<file path="src/rtl/cla_pkg.sv">
// Shared defaults and the lookahead carry helper for the pipelined CLA adder.
package cla_pkg;

  localparam int unsigned CLA_WIDTH      = 32;
  localparam int unsigned CLA_GROUP      = 4;
  localparam int unsigned CLA_STAGES     = 2;
  localparam int unsigned CLA_NUM_GROUPS = CLA_WIDTH / CLA_GROUP;
  localparam int unsigned CLA_GPS        = CLA_NUM_GROUPS / CLA_STAGES;
  localparam int unsigned CLA_MAX_N      = 64;

  // Carry into every position of a generate/propagate vector: c[0]=cin, c[i+1]=g|p&c.
  function automatic logic [CLA_MAX_N:0] cla_group_carries(
    input logic [CLA_MAX_N-1:0] g,
    input logic [CLA_MAX_N-1:0] p,
    input logic                 cin
  );
    logic [CLA_MAX_N:0] c;
    c[0] = cin;
    for (int unsigned i = 0; i < CLA_MAX_N; i++) begin
      c[i+1] = g[i] | (p[i] & c[i]);
    end
    return c;
  endfunction

endpackage

</file>
<file path="src/rtl/cla_group.sv">
// Combinational GROUP-bit lookahead block: sum bits plus group generate/propagate.
module cla_group
  import cla_pkg::*;
#(
  parameter int unsigned GROUP = CLA_GROUP
) (
  input  logic [GROUP-1:0] a,
  input  logic [GROUP-1:0] b,
  input  logic             cin,
  output logic [GROUP-1:0] sum_c,
  output logic             g_c,
  output logic             p_c
);

  logic [GROUP-1:0] g;
  logic [GROUP-1:0] p;
  logic [GROUP-1:0] c;

  assign g     = a & b;
  assign p     = a | b;
  assign c     = GROUP'(cla_group_carries(CLA_MAX_N'(g), CLA_MAX_N'(p), cin));
  assign sum_c = a ^ b ^ c;
  assign p_c   = &p;

  // Group generate is independent of cin, so the stage-level carry has no loop.
  always_comb begin
    g_c = 1'b0;
    for (int unsigned i = 0; i < GROUP; i++) begin
      g_c = g[i] | (p[i] & g_c);
    end
  end

endmodule

</file>
<file path="src/rtl/cla_pipelined_adder.sv">
// Pipelined carry-lookahead adder with a global valid/ready stall.
// Optional signed-overflow output enabled by defining CLA_OVERFLOW_EN.
module cla_pipelined_adder
  import cla_pkg::*;
#(
  parameter int unsigned WIDTH  = CLA_WIDTH,
  parameter int unsigned GROUP  = CLA_GROUP,
  parameter int unsigned STAGES = CLA_STAGES
) (
  input  logic             i_clk,
  input  logic             i_rst_n,
  input  logic             i_valid,
  output logic             o_ready,
  input  logic [WIDTH-1:0] i_add1,
  input  logic [WIDTH-1:0] i_add2,
  input  logic             i_carry,
  output logic             o_valid,
  input  logic             i_ready,
`ifdef CLA_OVERFLOW_EN
  output logic             o_overflow,
`endif
  output logic [WIDTH:0]   o_result
);

  localparam int unsigned NUM_GROUPS = WIDTH / GROUP;
  localparam int unsigned GPS        = NUM_GROUPS / STAGES;
  localparam int unsigned SW         = GPS * GROUP;
  localparam int unsigned CW         = GPS + 1;

  if (STAGES == 0 || GROUP == 0 || GROUP > CLA_MAX_N || (WIDTH % GROUP) != 0 ||
      (NUM_GROUPS % STAGES) != 0 || GPS > CLA_MAX_N) begin : g_cfg_err
    $error("cla_pipelined_adder: WIDTH must be a multiple of GROUP and WIDTH/GROUP a multiple of STAGES");
  end

  logic stage_en;

  assign stage_en = !o_valid | i_ready;
  assign o_ready  = stage_en;

  for (genvar k = 0; k < STAGES; k++) begin : g_stage
    localparam int unsigned LO = unsigned'(k) * SW;
    localparam int unsigned HI = LO + SW;

    logic [WIDTH-1:LO] a_cur;
    logic [WIDTH-1:LO] b_cur;
    logic              cin_cur;
    logic              valid_cur;
    logic [HI-1:0]     sum_next;
    logic [SW-1:0]     sum_new;
    logic [GPS-1:0]    grp_g;
    logic [GPS-1:0]    grp_p;
    logic [GPS:0]      grp_c;
    logic [HI-1:0]     sum_q;
    logic              carry_q;
    logic              valid_q;

    // Stage 0 takes the ports; later stages take the previous stage's registers.
    if (k == 0) begin : g_src
      assign a_cur     = i_add1;
      assign b_cur     = i_add2;
      assign cin_cur   = i_carry;
      assign valid_cur = i_valid;
      assign sum_next  = sum_new;
    end else begin : g_src
      assign a_cur     = g_stage[k-1].g_rem.a_q;
      assign b_cur     = g_stage[k-1].g_rem.b_q;
      assign cin_cur   = g_stage[k-1].carry_q;
      assign valid_cur = g_stage[k-1].valid_q;
      assign sum_next  = {sum_new, g_stage[k-1].sum_q};
    end

    assign grp_c = CW'(cla_group_carries(CLA_MAX_N'(grp_g), CLA_MAX_N'(grp_p), cin_cur));

    for (genvar j = 0; j < GPS; j++) begin : g_grp
      cla_group #(.GROUP(GROUP)) u_group (
        .a     (a_cur[LO + j*GROUP +: GROUP]),
        .b     (b_cur[LO + j*GROUP +: GROUP]),
        .cin   (grp_c[j]),
        .sum_c (sum_new[j*GROUP +: GROUP]),
        .g_c   (grp_g[j]),
        .p_c   (grp_p[j])
      );
    end

    always_ff @(posedge i_clk or negedge i_rst_n) begin
      if (!i_rst_n) begin
        valid_q <= 1'b0;
        carry_q <= 1'b0;
        sum_q   <= '0;
      end else if (stage_en) begin
        valid_q <= valid_cur;
        carry_q <= grp_c[GPS];
        sum_q   <= sum_next;
      end
    end

    // Operand bits not yet added travel with the partial sum.
    if (unsigned'(k) + 1 < STAGES) begin : g_rem
      logic [WIDTH-1:HI] a_q;
      logic [WIDTH-1:HI] b_q;

      always_ff @(posedge i_clk or negedge i_rst_n) begin
        if (!i_rst_n) begin
          a_q <= '0;
          b_q <= '0;
        end else if (stage_en) begin
          a_q <= a_cur[WIDTH-1:HI];
          b_q <= b_cur[WIDTH-1:HI];
        end
      end
    end

`ifdef CLA_OVERFLOW_EN
    // Sign bits reach the last stage inside the remaining operand slices.
    if (unsigned'(k) + 1 == STAGES) begin : g_ovf
      logic ovf_q;

      always_ff @(posedge i_clk or negedge i_rst_n) begin
        if (!i_rst_n) begin
          ovf_q <= 1'b0;
        end else if (stage_en) begin
          ovf_q <= (a_cur[WIDTH-1] == b_cur[WIDTH-1]) & (sum_new[SW-1] != a_cur[WIDTH-1]);
        end
      end
    end
`endif
  end

  assign o_valid  = g_stage[STAGES-1].valid_q;
  assign o_result = {g_stage[STAGES-1].carry_q, g_stage[STAGES-1].sum_q};
`ifdef CLA_OVERFLOW_EN
  assign o_overflow = g_stage[STAGES-1].g_ovf.ovf_q;
`endif

endmodule
</file>
<file path="config.mk">
export PLATFORM = sky130hd
export DESIGN_NAME = cla_pipelined_adder
export DESIGN_NICKNAME = d
export VERILOG_FILES = /design/src/rtl/cla_pkg.sv /design/src/rtl/cla_group.sv /design/src/rtl/cla_pipelined_adder.sv
export SDC_FILE = /design/constraint.sdc
export NUM_CORES = 1
export LEC_CHECK = 0
export CAP_MARGIN = 0
export CORE_MARGIN = 2
export CORE_UTILIZATION = 47
export CTS_CLUSTER_DIAMETER = 40
export DETAILED_ROUTE_END_ITERATION = 12
export GPL_ROUTABILITY_DRIVEN = 1
export PLACE_DENSITY = 0.84
export SLEW_MARGIN = 20
export SYNTH_ARGS = -nofsm -noshare
export SYNTH_HDL_FRONTEND = slang
export SYNTH_SLANG_ARGS = --single-unit
export TNS_END_PERCENT = 20
</file>
<file path="constraint.sdc">
create_clock -name i_clk -period 2.6 [get_ports i_clk]
set_input_delay 0.52 -clock i_clk [delete_from_list [all_inputs] [get_ports i_clk]]
set_output_delay 0.52 -clock i_clk [all_outputs]
set_load 0.02 [all_outputs]
</file>
==> metrics.cfg, run 1 <==
[floorplanning]
rows=37
top_level_ports=104
die_area_um2=11640
initial_utilization_pct=48.72
core_um2=10420
dieHeight_um=107.9
die_w_um=107.9

[timing]
drv_slew=0
finalSetupViolCount=12
finalWorstSetupSlack_ps=-265.2
slew_headroom_pct=55.64
grt_setup_unrepaired=yes
clock.fmax_mhz=349.0
finalHoldViolations=0
setup_tns_ps=-2000
holdWs_ps=141.2
post-route-period-util_pct=110.2
layout_min_cycle_time_ps=2865
tightest_slew_ps=663.9
skew_ps=6.833

[finish]
fin_nets=831
instances_no_fill=815
area_delta_synth_final_pct=46.62
diodes=0
layout-drive-gt1-share_pct=36.97

[pwr]
power_switching_mw=1.659
p_int_mw=3.364
power.density_nw_per_um2=675.0
p_leak_nw=3.547
comb_power_share_pct=41.1
peakVddDrop_uv=372.1
seqPwrFrac_pct=36.9
pwr-share-clk_pct=22.0
switching_share_pct=33.03

[grt]
grt_use_total_pct=21.57
antenna_found_initial=0
grt-ovfl-total=0
grt_pass1_wl_um=19460
grt_start_max_net_pins=135
grt_pass1_vias=4301

[synth]
ys_warn_count=0
synth_largest_area_cell=dfrtp_1
syn_area_um2=5075
async_reset_ff_share_pct=100.0
synth_edf_count=0
ys.flop_type=dfrtp_1
synthCells=480
ys_top_cells_by_area=dfrtp_1 (41%), ha_1 (16%), fa_1 (9.5%), mux2_2 (6.9%), inv_1 (6.2%)
synth_top_area_share_pct=41.42
ys_types=35
avgSynthCellArea_um2=10.57
syn-num-nets=637
seq_area_frac_synth_pct=41.42
ys_seq_elements=84
synth_commonest_cells=dfrtp_1 (84), inv_1 (84), ha_1 (64), o21ai_0 (39), nand2_1 (34)

[setup_path]
cp_data_arrival_time_ps=3080
cp_max_fo=2
cp_slowest_cell=or4b_4
cp-end-kind=register
path_buf_inv=5
cp_cell_sequence=buf_6 > buf_6 > inv_12 > ha_4 > or4b_4 > a21oi_4 > nor3_4 > inv_2 > a211o_1 > fa_2 > inv_2 > fa_2 > fa_2 > a21oi_2
required_ps=2810
critPathLaunchType=primary input
critical_path.top_delay_family=adder cells
cp_common_cell=fa_2
slowest_delay_ps=530
path_class=in2reg

[clocking]
cts_buffer_depth=2
cts_max_level=3
path_clk_slew_ps=80
hold_buffers=0
cts_tree=yes
clockRootBuffer=clkbuf_8
clock_latency_ps=350
cts_sinks=84
cts_made_buffers=9

[detailed_routing]
wl_per_cell_um=15.43
drtIter0Drc=142
viasPerCell=4.928
routed_wirelength_um=12580
drc=0
ant_nets=0
vias=4016
first_pass_iters=4

[place]
portBuffers=103
placed_cells=771
gp_congestion=0.8442
dp_hpwl_um=8423

[worst_hold_path]
hold_path.class=in2async

[run_status]
violations=setup timing
status=finished, violations left

[flow_run]
cap_violations=0

-- registers in the layout, summed over array words and instances (netlist names) --
signal and cells:
g_stage.g_rem.b_q 16, g_stage.valid_q 1, o_valid 1, g_stage.g_rem.a_q 16, g_stage.sum_q 48, g_stage.carry_q 2
-- cells by family (layout without fill, tap and decap cells) --
| family | count (synthesis) | in the layout | synth area share, % |
|---|---|---|---|
| AND/OR/NAND/NOR | 87 | 87 | 8.161 |
| buffers and inverters | 100 | 299 | 7.717 |
| AO/OA/AOI/OAI | 82 | 82 | 9.196 |
| adder cells (fa/ha/maj) | 88 | 88 | 25.25 |
| flip-flops | 84 | 84 | 41.42 |
| XOR/XNOR | 8 | 8 | 1.381 |
| multiplexers | 31 | 31 | 6.879 |
-- path summary, 6_finish.rpt --
kind                                     startpoint                   end  slack, ps  cells after the start
setup / recovery                          i_add1[1]  g_stage[0].sum_q[14]       -270                     14
hold / removal                              i_rst_n  g_stage[1].sum_q[30]        140                      1
setup reg to reg           g_stage[0].g_rem.a_q[26]  g_stage[1].sum_q[31]       -250                     12
hold reg to reg                  g_stage[0].valid_q               o_valid        460                      1
max in group asynchronous                   i_rst_n  g_stage[0].sum_q[14]       1750                      2
min in group i_clk               g_stage[0].valid_q               o_valid        460                      1
-- layer usage --
metal,up-vias,track usage (%),routed length (um)
met2,112,39.35,6716
met4,0,8.974,342
met5,-,0,0
met1,1975,24.84,4849
met3,29,3.874,671
li1,1900,-,-
-- final cells by class --
class	instances	area, um^2
Inverter	84	332.8
Multi-Input combinational cell	296	2898
Timing Repair Buffer	199	1705
Tap cell	136	170.2
Clock buffer	12	135.1
Sequential cell	84	2102
Fill cell	703	2975
Clock inverter	4	97.59
-- power groups by stage --
stage | clock network, mW | registers, mW | logic (mW)
after floorplan | 0 | 2.09 | 0.719
after global placement | 0 | 1.85 | 1.84
after detailed placement | 0 | 1.87 | 1.90
after CTS | 1.12 | 1.85 | 1.96
after global routing | 1.17 | 1.90 | 2.25
final | 1.10 | 1.85 | 2.07
-- cell usage in the layout, fill, tap and decap left out, drive strengths merged, types with 25 or more instances in the layout --
cell type	n
inv	84
nor2	29
ha	64
buf	111
o21ai	40
nand2	34
a21oi	25
clkdlybuf4s50	77
dfrtp	84
mux2	31
-- metrics by stage --
| step | utilization, % | power [mW] | cell area [um^2] | setup WS [ps] |
|---|---|---|---|---|
| floorplan | - | 2.806 | 5136 | -250.6 |
| global placement | 65.18 | 3.687 | 6789 | -973.0 |
| detailed placement | 65.18 | 3.769 | 6789 | -1106 |
| CTS | 69.39 | 4.937 | 7228 | -276.3 |
| global route | 71.44 | 5.314 | 7441 | -344.0 |
| finish | 71.44 | 5.023 | 7441 | -265.2 |
-- timing repair --
item,4_1_cts,5_1_grt
endpoints found under the setup margin,18,15
buffers inserted,17,13
gates resized for setup,87,94
pin swaps,24,21
Note: power is estimated with default switching activity, not from simulation.
==> inputs of run 2 (changes only) <==
- CORE_UTILIZATION: 47 -> 48
- PLACE_DENSITY: 0.84 -> 0.85
- SYNTH_HIERARCHICAL: not set -> 1
==> metrics.cfg, run 2 <==
[run_status]
status=finished, violations left  ; unchanged
violations=setup timing  ; unchanged

[synth]
ys_types=23  ; was 35
synth_commonest_cells=inv_1 (107), dfrtp_1 (84), ha_1 (64), mux2_4 (46), mux2_2 (35)  ; was dfrtp_1 (84), inv_1 (84), ha_1 (64), o21ai_0 (39), nand2_1 (34)
yosys.cell_count.top_type=inv_1
async_reset_ff_share_pct=100.0  ; unchanged
ys.flop_type=dfrtp_1  ; unchanged
syn_area_um2=5385  ; was 5075 um^2
avgSynthCellArea_um2=12.32  ; was 10.57 um^2
synth_largest_area_cell=dfrtp_1  ; unchanged
ys_top_cells_by_area=dfrtp_1 (39%), ha_1 (15%), mux2_4 (13%), fa_1 (8.9%), inv_1 (7.5%)  ; was dfrtp_1 (41%), ha_1 (16%), fa_1 (9.5%), mux2_2 (6.9%), inv_1 (6.2%)
syn-num-nets=594  ; was 637
ys_warn_count=6  ; was 0
synth_edf_count=0  ; unchanged
ys_seq_elements=84  ; unchanged
seq_area_frac_synth_pct=39.03  ; was 41.42%
synth_top_area_share_pct=39.03  ; was 41.42%
synthCells=437  ; was 480

[detailed_routing]
wl_per_cell_um=14.97  ; was 15.43 um
routed_wirelength_um=11550  ; was 12580 um
vias=3626  ; was 4016
viasPerCell=4.697  ; was 4.928
drc=0  ; unchanged
drtIter0Drc=97  ; was 142
first_pass_iters=4  ; unchanged
ant_nets=0  ; unchanged

[clocking]
cts_made_buffers=9  ; unchanged
clock_latency_ps=350  ; about the same
cts_sinks=84  ; unchanged
cts_max_level=3  ; unchanged
path_clk_slew_ps=90  ; was 80 ps
cts_tree=yes  ; unchanged
hold_buffers=0  ; unchanged
cts_buffer_depth=2  ; unchanged
clockRootBuffer=clkbuf_8  ; unchanged

[finish]
mostFrequentLayoutCells=dfrtp_1 (84), buf_4 (81), clkdlybuf4s50_1 (80), inv_1 (78), mux2_4 (54)  ; was buf_4 (94), dfrtp_1 (84), clkdlybuf4s50_1 (77), inv_1 (56), ha_1 (41)
design_area_um2=7731  ; was 7441 um^2
fin_nets=784  ; was 831
largest_register_ffs=48  ; unchanged
layout-drive-gt1-share_pct=43.04  ; was 36.97%
layout_top_registers=g_stage.sum_q: 48 flops, g_stage.g_rem.a_q: 16 flops, g_stage.g_rem.b_q: 16 flops  ; unchanged
diodes=0  ; unchanged
final_common_cell=dfrtp_1  ; was buf_4
area_delta_synth_final_pct=43.56  ; was 46.62%
largest_register=g_stage.sum_q  ; unchanged
postLayoutCoreUtil_pct=71.01  ; was 71.44%
fill_cells=728  ; was 703

[place]
gp_congestion=0.8648  ; was 0.8442
portBuffers=103  ; unchanged
dp_hpwl_um=8308  ; was 8423 um
placed_area_um2=7131  ; was 6789 um^2

[floorplanning]
initial_utilization_pct=49.46  ; was 48.72%
die_w_um=109.9  ; was 107.9 um
top_level_ports=104  ; unchanged
die_area_um2=12080  ; was 11640 um^2
rows=38  ; was 37
core_um2=10890  ; was 10420 um^2
dieHeight_um=109.9  ; was 107.9 um

[timing]
drv_slew=0  ; unchanged
slew_headroom_pct=62.01  ; was 55.64%
finalWorstSetupSlack_ps=-463.1  ; was -265.2 ps
holdWs_ps=135.7  ; was 141.2 ps
grt_setup_unrepaired=yes  ; unchanged
layout_min_cycle_time_ps=3063  ; was 2865 ps
tightest_slew_ps=569.8  ; was 663.9 ps
clock.fmax_mhz=326.5  ; was 349.0 MHz
setup_tns_ps=-4186  ; was -2000 ps
finalSetupViolCount=16  ; was 12
skew_ps=7.957  ; was 6.833 ps
post-route-period-util_pct=117.8  ; was 110.2%
finalHoldViolations=0  ; unchanged

[setup_path]
cp-end-kind=register  ; unchanged
r2r_start=g_stage[0].g_rem.a_q[18]  ; was g_stage[0].g_rem.a_q[26]
critPathLaunch=g_stage[0].g_rem.a_q[18]  ; was i_add1[1]
path_buf_inv=4  ; was 5
cp_data_arrival_time_ps=3300  ; was 3080 ps
cp_cell_sequence=inv_1 > ha_1 > o31ai_2 > a21o_1 > a21o_1 > buf_4 > inv_1 > fa_2 > fa_2 > fa_2 > inv_1 > mux2_2  ; was buf_6 > buf_6 > inv_12 > ha_4 > or4b_4 > a21oi_4 > nor3_4 > inv_2 > a211o_1 > fa_2 > inv_2 > fa_2 > fa_2 > a21oi_2
path_class=reg2reg  ; was in2reg
critical_path.top_delay_family=adder cells  ; unchanged
critPathLaunchType=register  ; was primary input
cp_slowest_cell=fa_2  ; was or4b_4
required_ps=2840  ; was 2810 ps
slowest_delay_ps=520  ; was 530 ps
cp_max_fo=2  ; unchanged

[flow_run]
cap_violations=0  ; unchanged

[grt]
grt-ovfl-total=0  ; unchanged
grt_pass1_wl_um=18680  ; was 19460 um
grt_pass1_vias=4083  ; was 4301
grt_start_max_net_pins=85  ; was 135
grt_use_total_pct=20.21  ; was 21.57%
antenna_found_initial=0  ; unchanged

[pwr]
power.density_nw_per_um2=667.3  ; was 675.0 nW/um^2
peakVddDrop_uv=376.5  ; was 372.1 uV
p_leak_nw=3.868  ; was 3.547 nW

[worst_hold_path]
hold_path.class=in2async  ; unchanged

## run 2: changes by cell type after synthesis, sizes merged, moves of 6 or more
cell,delta
nor4,+6
clkinv,+7
nand2,-30
o21ai,-40
inv,+23
o31ai,+8
a21oi,-9
or4,-6
mux2,+50
nor2,-27
## run 2: final timing paths
kind,endpoint,slack [ps],cells after the start
setup / recovery,g_stage[1].sum_q[26],-460,12
hold / removal,g_stage[1].sum_q[24],140,1
setup reg to reg,g_stage[1].sum_q[26],-460,12
hold reg to reg,o_valid,460,1
max in group asynchronous,g_stage[0].sum_q[12],1820,2
min in group i_clk,o_valid,460,1
## run 2: where the power goes
group	total [mW]	switching, mW	internal [mW]
Combinational	2.34	1.01	1.33
Sequential	1.89	0.226	1.66
Clock	0.930	0.460	0.470
## run 2: cell type report
type	instances	area [um^2]	area share [%]
Clock buffer	12	145.1	1.877
Inverter	114	464.2	6.004
Clock inverter	4	48.80	0.6312
Tap cell	140	175.2	2.266
Sequential cell	84	2102	27.19
Multi-Input combinational cell	229	3084	39.89
Timing Repair Buffer	189	1712	22.14
## run 2: routing by layer
| layer | routed length (um) | vias up | GRT usage [%] |
|---|---|---|---|
| met5 | 0 | - | 0 |
| met4 | 333 | 0 | 8.770 |
| met3 | 602 | 25 | 4.801 |
| met2 | 6156 | 88 | 37.29 |
| met1 | 4461 | 1776 | 21.81 |
| li1 | - | 1737 | - |
## run 2: repair_timing
item,in CTS,in global routing
buffers inserted,15,2
resized for setup,128,20
pin swaps,34,22
setup endpoints to repair,20,20
## run 2: through the flow
stage / setup WS [ps] / power [mW] / instances
final: -463.1 / 5.159 / 772
after global routing: -551.7 / 5.472 / 772
after CTS: -483.3 / 5.147 / 772
after detailed placement: -1169 / 4.080 / 741
after floorplan: -330.8 / 3.078 / 437
after global placement: -1101 / 3.980 / 741
## run 2: logic make-up after synthesis
| logic type | synth area share [%] |
|---|---|
| buffers and inverters | 9.619 |
| adder cells (fa/ha/maj) | 23.79 |
| flip-flops | 39.03 |
| multiplexers | 20.14 |
| AO/OA/AOI/OAI | 4.112 |
| AND/OR/NAND/NOR | 1.998 |
| XOR/XNOR | 1.301 |
